File: config.mk
export PLATFORM = sky130hd
export DESIGN_NAME = uart_tx_fifo
export DESIGN_NICKNAME = d
export VERILOG_FILES = /design/src/rtl/uart_tx_fifo.sv
export SDC_FILE = /design/constraint.sdc
export NUM_CORES = 1
export LEC_CHECK = 0
export ABC_AREA = 1
export BUFFER_PORTS_ARGS = -buffer_cell sky130_fd_sc_hd__buf_2
export CAP_MARGIN = 20
export CORE_ASPECT_RATIO = 0.8
export CORE_MARGIN = 5
export CORE_UTILIZATION = 55
export DETAILED_ROUTE_END_ITERATION = 8
export GPL_ROUTABILITY_DRIVEN = 0
export PLACE_DENSITY_LB_ADDON = 0.1
export SYNTH_ARGS = -nofsm -noshare
export SYNTH_HDL_FRONTEND = slang
export SYNTH_SLANG_ARGS = --single-unit
File: constraint.sdc
create_clock -name clk -period 1.7 [get_ports clk]
set_input_delay 0.085 -clock clk [delete_from_list [all_inputs] [get_ports clk]]
set_output_delay 0.085 -clock clk [all_outputs]
set_load 0.1 [all_outputs]
File: src/rtl/uart_tx_fifo.sv
// Byte FIFO feeding uart_tx: producers burst at clock rate, uart_tx drains at baud.
// A one-cycle gap after each handoff keeps a byte from being taken twice.
module uart_tx_fifo #(
  parameter int DEPTH  = 16,
  parameter int ADDR_W = $clog2(DEPTH)
) (
  input  logic              clk,
  input  logic              rst,
  input  logic [7:0]        in_data,
  input  logic              in_valid,
  output logic              in_ready,
  output logic [7:0]        tx_data,
  output logic              tx_valid,
  input  logic              tx_ready,
  output logic [ADDR_W:0]   count,
  output logic              empty,
  output logic              full,
  output logic              overflow
);

  localparam logic [ADDR_W:0] CAP = (ADDR_W+1)'(DEPTH);

  logic [7:0]        mem [DEPTH];
  logic [ADDR_W-1:0] wr_ptr;
  logic [ADDR_W-1:0] rd_ptr;
  logic              gap;
  logic              wr_en;
  logic              rd_en;

  assign empty    = (count == '0);
  assign full     = (count == CAP);
  assign in_ready = !full;
  assign tx_valid = !empty && !gap;
  assign tx_data  = mem[rd_ptr];
  assign wr_en    = in_valid && in_ready;
  assign rd_en    = tx_valid && tx_ready;

  always_ff @(posedge clk) begin
    if (wr_en) begin
      mem[wr_ptr] <= in_data;
    end
  end

  always_ff @(posedge clk) begin
    if (rst) begin
      wr_ptr   <= '0;
      rd_ptr   <= '0;
      count    <= '0;
      gap      <= 1'b0;
      overflow <= 1'b0;
    end else begin
      overflow <= in_valid && full;
      gap      <= rd_en;
      if (wr_en) begin
        wr_ptr <= wr_ptr + 1'b1;
      end
      if (rd_en) begin
        rd_ptr <= rd_ptr + 1'b1;
      end
      unique case ({wr_en, rd_en})
        2'b10:   count <= count + 1'b1;
        2'b01:   count <= count - 1'b1;
        default: count <= count;
      endcase
    end
  end

endmodule
Yosys cells after proc, flatten, opt, wreduce, memory -nomap -nowiden
Memory sizes are Yosys's and may differ from the RTL's. A register that Yosys moved wholly into a read port is not among the register bits.
Index checks and enable logic that the tools add are counted.

storage, ports and cells
  flip-flop bits (word level) = 15
  bits in writable memories = 128
  input port bits = 12
  output and inout bits = 18
  word-level logic and storage cells = 27
  memories kept = 1

cells by class
  add/sub/neg operators = 4
  equality and inequality tests = 3
  multiplexer cells = 5
  reductions and logical operators = 9

memory list
  name  depth  width  rd ports  clocked after Yosys merged registers in  write ports  RTL line  source
  mem   16     8      1         1                                        1            23        logic [7:0] mem [DEPTH];

operators by type and width
  operator             number
  $pmux 5 s2           1
  $add 4x1->4 const B  2
  $mux 4               2
  $add 5x1->5 const B  1
  $eq 5x5->1 const B   1
  $logic_not 5->1      1
  $sub 5x1->5 const B  1
  $logic_and 1x1->1    4
  $logic_not 1->1      3
  $eq 2x1->1 const B   1
  $eq 2x2->1 const B   1
  $mux 1               2
  $reduce_bool 2->1    1

Logic depth before layout (Yosys ltp)
  depth after elaboration = 6
  mapped depth = 15
  gate-level depth less buffers = 15

Least setup slack after synthesis
No wires, ideal clock.

  path kind = flip-flop to flip-flop
  start = reg count[4]
  end = reg count[4]
  library setup time = 0.109 ns
  arrival time = 3.053 ns
  data required time = 1.591 ns
  path slack = -1.462 ns
  stages on the path, launching flop included = 13
  path buffers = 0
  clock period less this slack = 3.162 ns
  cell sequence = dfxtp_1 -> nand3_2 -> nand2_4 -> ha_1 -> xor2_1 -> ha_1 -> inv_1 -> nand2_2 -> nand2_1 -> nand3_1 -> nand3_1 -> nand2_1 -> inv_1

on the way
  elaborated cells between the ends (all ways) = 13
  classes of those cells = add/sub (2); eq/ne (3); mux (1); reduce/logical (7)

RTL lines
  item                                             RTL line  source
  from (decl)                                      15        output logic [ADDR_W:0] count,
  from (signal assigned)                           61        2'b10: count <= count + 1'b1;
  from (signal assigned)                           62        2'b01: count <= count - 1'b1;
  from (signal assigned)                           63        default: count <= count;
  $eq 5x5->1 *                                     31        assign full = (count == CAP);
  $logic_not 1->1 *                                32        assign in_ready = !full;
  named net in_ready                               11        output logic in_ready,
  $logic_and 1x1->1 *                              35        assign wr_en = in_valid && in_ready;
  $eq 2x1->1 or $eq 2x2->1 (tied branches)         60        unique case ({wr_en, rd_en})
  $pmux 5 s2 or $reduce_bool 2->1 (tied branches)  n/a

Mark *: on every way through the listed nets, which the timed path passes. The rest lies on a longest branch.
A chain may end at the register's enable or synchronous reset.

==> impl_summary.log <==
[metrics] number of top-level pins: 30
[metrics] type of the tightest min-delay check: input port to flip-flop
[metrics] DPL Wire Length: 8.76 mm
[metrics] setup clock skew after layout: approximately 0.014 ns
[metrics] clock tree from TritonCTS: built
[metrics] diode insertion count for antenna repair: 0
[metrics] Starting Density: 56.4%
[metrics] Chip Height: 105 microns
[metrics] port bufs: 29
[metrics] Data arrival, critical path: slightly below 2 ns
[metrics] combinational share of power: a little over two fifths
[metrics] data required time at the worst endpoint: 1.62 ns
[metrics] most common cell after layout, fill and taps aside: sky130_fd_sc_hd__edfxtp_1
[metrics] Clock Tree Root: sky130_fd_sc_hd__clkbuf_16
[metrics] number of antenna violations at the first check in global routing: 0
[metrics] die width: 128 microns
[metrics] cts bufs inserted: 17
[metrics] switching component of the power: between 5000 and 6000 uW
[metrics] grt ovf: 0
[metrics] Int Pwr: around 9100 uW
[metrics] DRC violations left: 0
[metrics] sequential power share: just under 30%
[metrics] count of H-tree levels built during CTS: 4
[metrics] share of the clock period used by the worst path after layout: 120%
[metrics] power density normalized to cell area: approximately 1800 nW/um^2
[metrics] standard cell with the maximum stage delay on the critical path: sky130_fd_sc_hd__dfxtp_4
[metrics] clock-pin slew on the worst setup and hold paths: 0.06 ns
[metrics] final hold violation count: 0
[metrics] RSZ-0062 raised after global routing: yes
[metrics] clock network fraction of total power: 28.6%
[metrics] number of violations of the max-capacitance limit: 0
[metrics] worst setup path endpoint: tx_data[6]
[metrics] Layout Nets: 582
[metrics] class of the most critical setup path: flip-flop to primary output
[metrics] proportion of layout cells with a drive suffix above 1: 32.5%
[metrics] element type at the critical path end: primary output
[metrics] violated checks: setup timing
[metrics] flop and latch count out of synthesis: 147
[metrics] post-detailed-route wirelength per cell: 20.5 microns
[metrics] worst path setup slack after routing: -0.348 ns
[metrics] share of total power consumed by net switching: 37.5%
[metrics] mapped cell area: between 6000 and 7000 sq um
[metrics] final period demand of the worst path: 2.05 ns
[metrics] combined global-route utilization of all metal layers: 23.1%
[metrics] CP Launch Type: flip-flop
[metrics] count of cell types in the netlist: 35
[metrics] top achievable clock speed: 0.488 GHz
[metrics] clock sink total: 147
[metrics] maximum clock path buffer count: 2
[metrics] worst slack after detailed placement: -0.171 ns
[metrics] Worst Tran Pin Value: 0.496 ns
[metrics] number of slew-limit violations in the final report: 0
[metrics] syn avg cell area: 12.7 sq um
[metrics] maximum number of pins on one net before global-route repair: 30
[metrics] via density per instance: 5.68
[metrics] sequential-to-total area share from yosys stat: between 60% and 70%
[metrics] routed via count: about 4k
[metrics] TritonRoute pass-1 iters: 5
[metrics] commonest non-fill, non-tap cells in the layout: 128 x sky130_fd_sc_hd__edfxtp_1, 56 x sky130_fd_sc_hd__inv_1, 32 x sky130_fd_sc_hd__o211ai_1
[metrics] post-synthesis cell type with the largest combined area: sky130_fd_sc_hd__edfxtp_1
[metrics] area growth from synthesis to layout: 33.6%
[metrics] floorplan die area: 13400 sq um
[metrics] worst flop-to-flop path startpoint: count[2]$_SDFFE_PP0P_
[metrics] post-route core utilization: between 70% and 80%
[metrics] Finish-stage setup viols: 19
[metrics] total of fill cells in the finished design: 667
[metrics] vias in the first global route: roughly 4.2k
[metrics] register-to-register setup slack: -0.14 ns
[metrics] worst-path maximum fanout: 7
[metrics] clock latency at the later pin of the worst-skew pair: 0.42 ns
[metrics] Critical R2R Capture: count[3]$_SDFFE_PP0P_
[metrics] result of the run: complete, but fails checks
[metrics] Critical Path Max Stage Delay: 0.40 ns
[metrics] placement row count: 34
[metrics] DR iter-0 viols: roughly 400
[metrics] Synth Warn #: 0
[metrics] highest ir drop seen on vdd: 0.00137 V
[metrics] net count after synthesis: 507
[metrics] overall routed net length: 14.7 mm
[metrics] largest cells by area after synthesis: sky130_fd_sc_hd__edfxtp_1 62%, sky130_fd_sc_hd__dfxtp_1 6.2%, sky130_fd_sc_hd__mux2i_1 5.2%
[metrics] wire length of the first global-routing pass: about 24 mm
[metrics] Max-slew headroom: 67.1%
[metrics] post-synthesis cell count: 487
[metrics] worst r2r path cells: 14
[metrics] core region area: 10900 sq um
[metrics] Critical Path, Cell by Cell: buf_6 > buf_16 > mux2i_2 > o211ai_1 > nand3_1 > nand2_2 > buf_12
[metrics] static leakage: 0.00298 uW
[metrics] share of the synthesized area in the top cell type: 62.3%
[metrics] Antenna Nets Post-Route: 0
[cell families (layout without fill, tap and decap cells)]
| group | count (synthesis) | in the layout | share of synthesized area, % |
|---|---|---|---|
| AO/OA/AOI/OAI | 113 | 113 | 10.7 |
| adder cells (fa/ha/maj) | 8 | 8 | 1.62 |
| multiplexers | 32 | 32 | 5.19 |
| flip-flops | 147 | 147 | 68.5 |
| buffers and inverters | 85 | 173 | 5.54 |
| AND/OR/NAND/NOR | 97 | 97 | 7.75 |
| XOR/XNOR | 5 | 5 | 0.710 |
[Yosys cell counts, drive strengths merged]
library cell  count
nor3b             3
nor4              1
dfxtp            19
nand4             3
nor2             33
ha                8
clkinv            1
a21oi            37
xor2              3
o21bai            1
inv              61
buf              10
or2               1
nor3              4
edfxtp          128
nand2            32
o31ai             1
and3              1
clkbuf           13
mux2i            32
nand3            19
xnor2             2
a211oi            3
o21ai            39
o211ai           32
[critical path, delay by kind of cell, from the launching register on]
kind	cells	cell delay [ns]
simple gates	2	0.30
flops	1	0.40
buf+inv	3	0.46
compound gates	1	0.22
mux	1	0.15
[repair_timing]
item,in CTS,in global routing
resized for setup,24,34
pin swaps,19,29
hold buffers,1,0
cloned,4,0
endpoints found under the setup margin,12,37
hold endpoints to repair,1,0
buffers inserted,7,4
[power by group through the flow]
stage / registers [uW] / clock network (uW) / logic, uW
floorplan: 4610 / 0 / 3390
global placement: 4330 / 0 / 5110
detailed placement: 4340 / 0 / 5190
CTS: 4280 / 4170 / 5760
global route: 4300 / 4350 / 6400
finish: 4280 / 4150 / 6060
[routing by layer]
metal	up-vias	part of all wire [%]	global-route usage (%)
met2	162	50	37.5
met5	-	0	0
met4	0	1.7	6.52
li1	1908	-	-
met1	1992	42	31.3
met3	25	6.6	5.61
[registers in the layout, summed over array words and instances (netlist names), named ones only]
signal	cells
overflow	1
mem	128
wr_ptr	4
rd_ptr	4
count	5
gap	1
[final cells by class]
cell class | count | area (sq um) | share of cell area [%]
clock buffer | 17 | 425 | 5.16
timing repair buffer | 79 | 956 | 11.6
inverter | 62 | 236 | 2.87
clock inverter | 15 | 230 | 2.79
tap | 144 | 180 | 2.19
multi-input combinational | 255 | 1960 | 23.8
sequential | 147 | 4250 | 51.5
[how the worst min path moves through the flow]
stage | startpoint | endpoint | slack (ns) | cells past startpoint
2_1_floorplan | in_data[0] | mem[0][0]$_DFFE_PP_ | 0.18 | 0
3_3_place_gp | in_valid | overflow$_SDFF_PP0_ | 0.37 | 3
3_5_place_dp | in_valid | overflow$_SDFF_PP0_ | 0.38 | 3
4_1_cts | rst | overflow$_SDFF_PP0_ | 0.05 | 2
5_1_grt | in_data[1] | mem[15][1]$_DFFE_PP_ | 0.06 | 1
6_report | in_data[0] | mem[2][0]$_DFFE_PP_ | 0.05 | 1
[per-stage QoR]
stage          setup TNS [ns]  hold WS (ns)  cells  total power [uW]  instance area (sq um)
2_1_floorplan          -27.93         0.184    487              8000                   6400
3_3_place_gp          -0.0826         0.369    671              9450                   7160
3_5_place_dp           -0.345         0.377    671              9540                   7160
4_1_cts                 -2.63        0.0456    715             14200                   8070
5_1_grt                 -5.16        0.0625    719             15100                   8240
6_report                -2.83        0.0540    719             14500                   8240
Note: power is estimated with default switching activity, not from simulation.
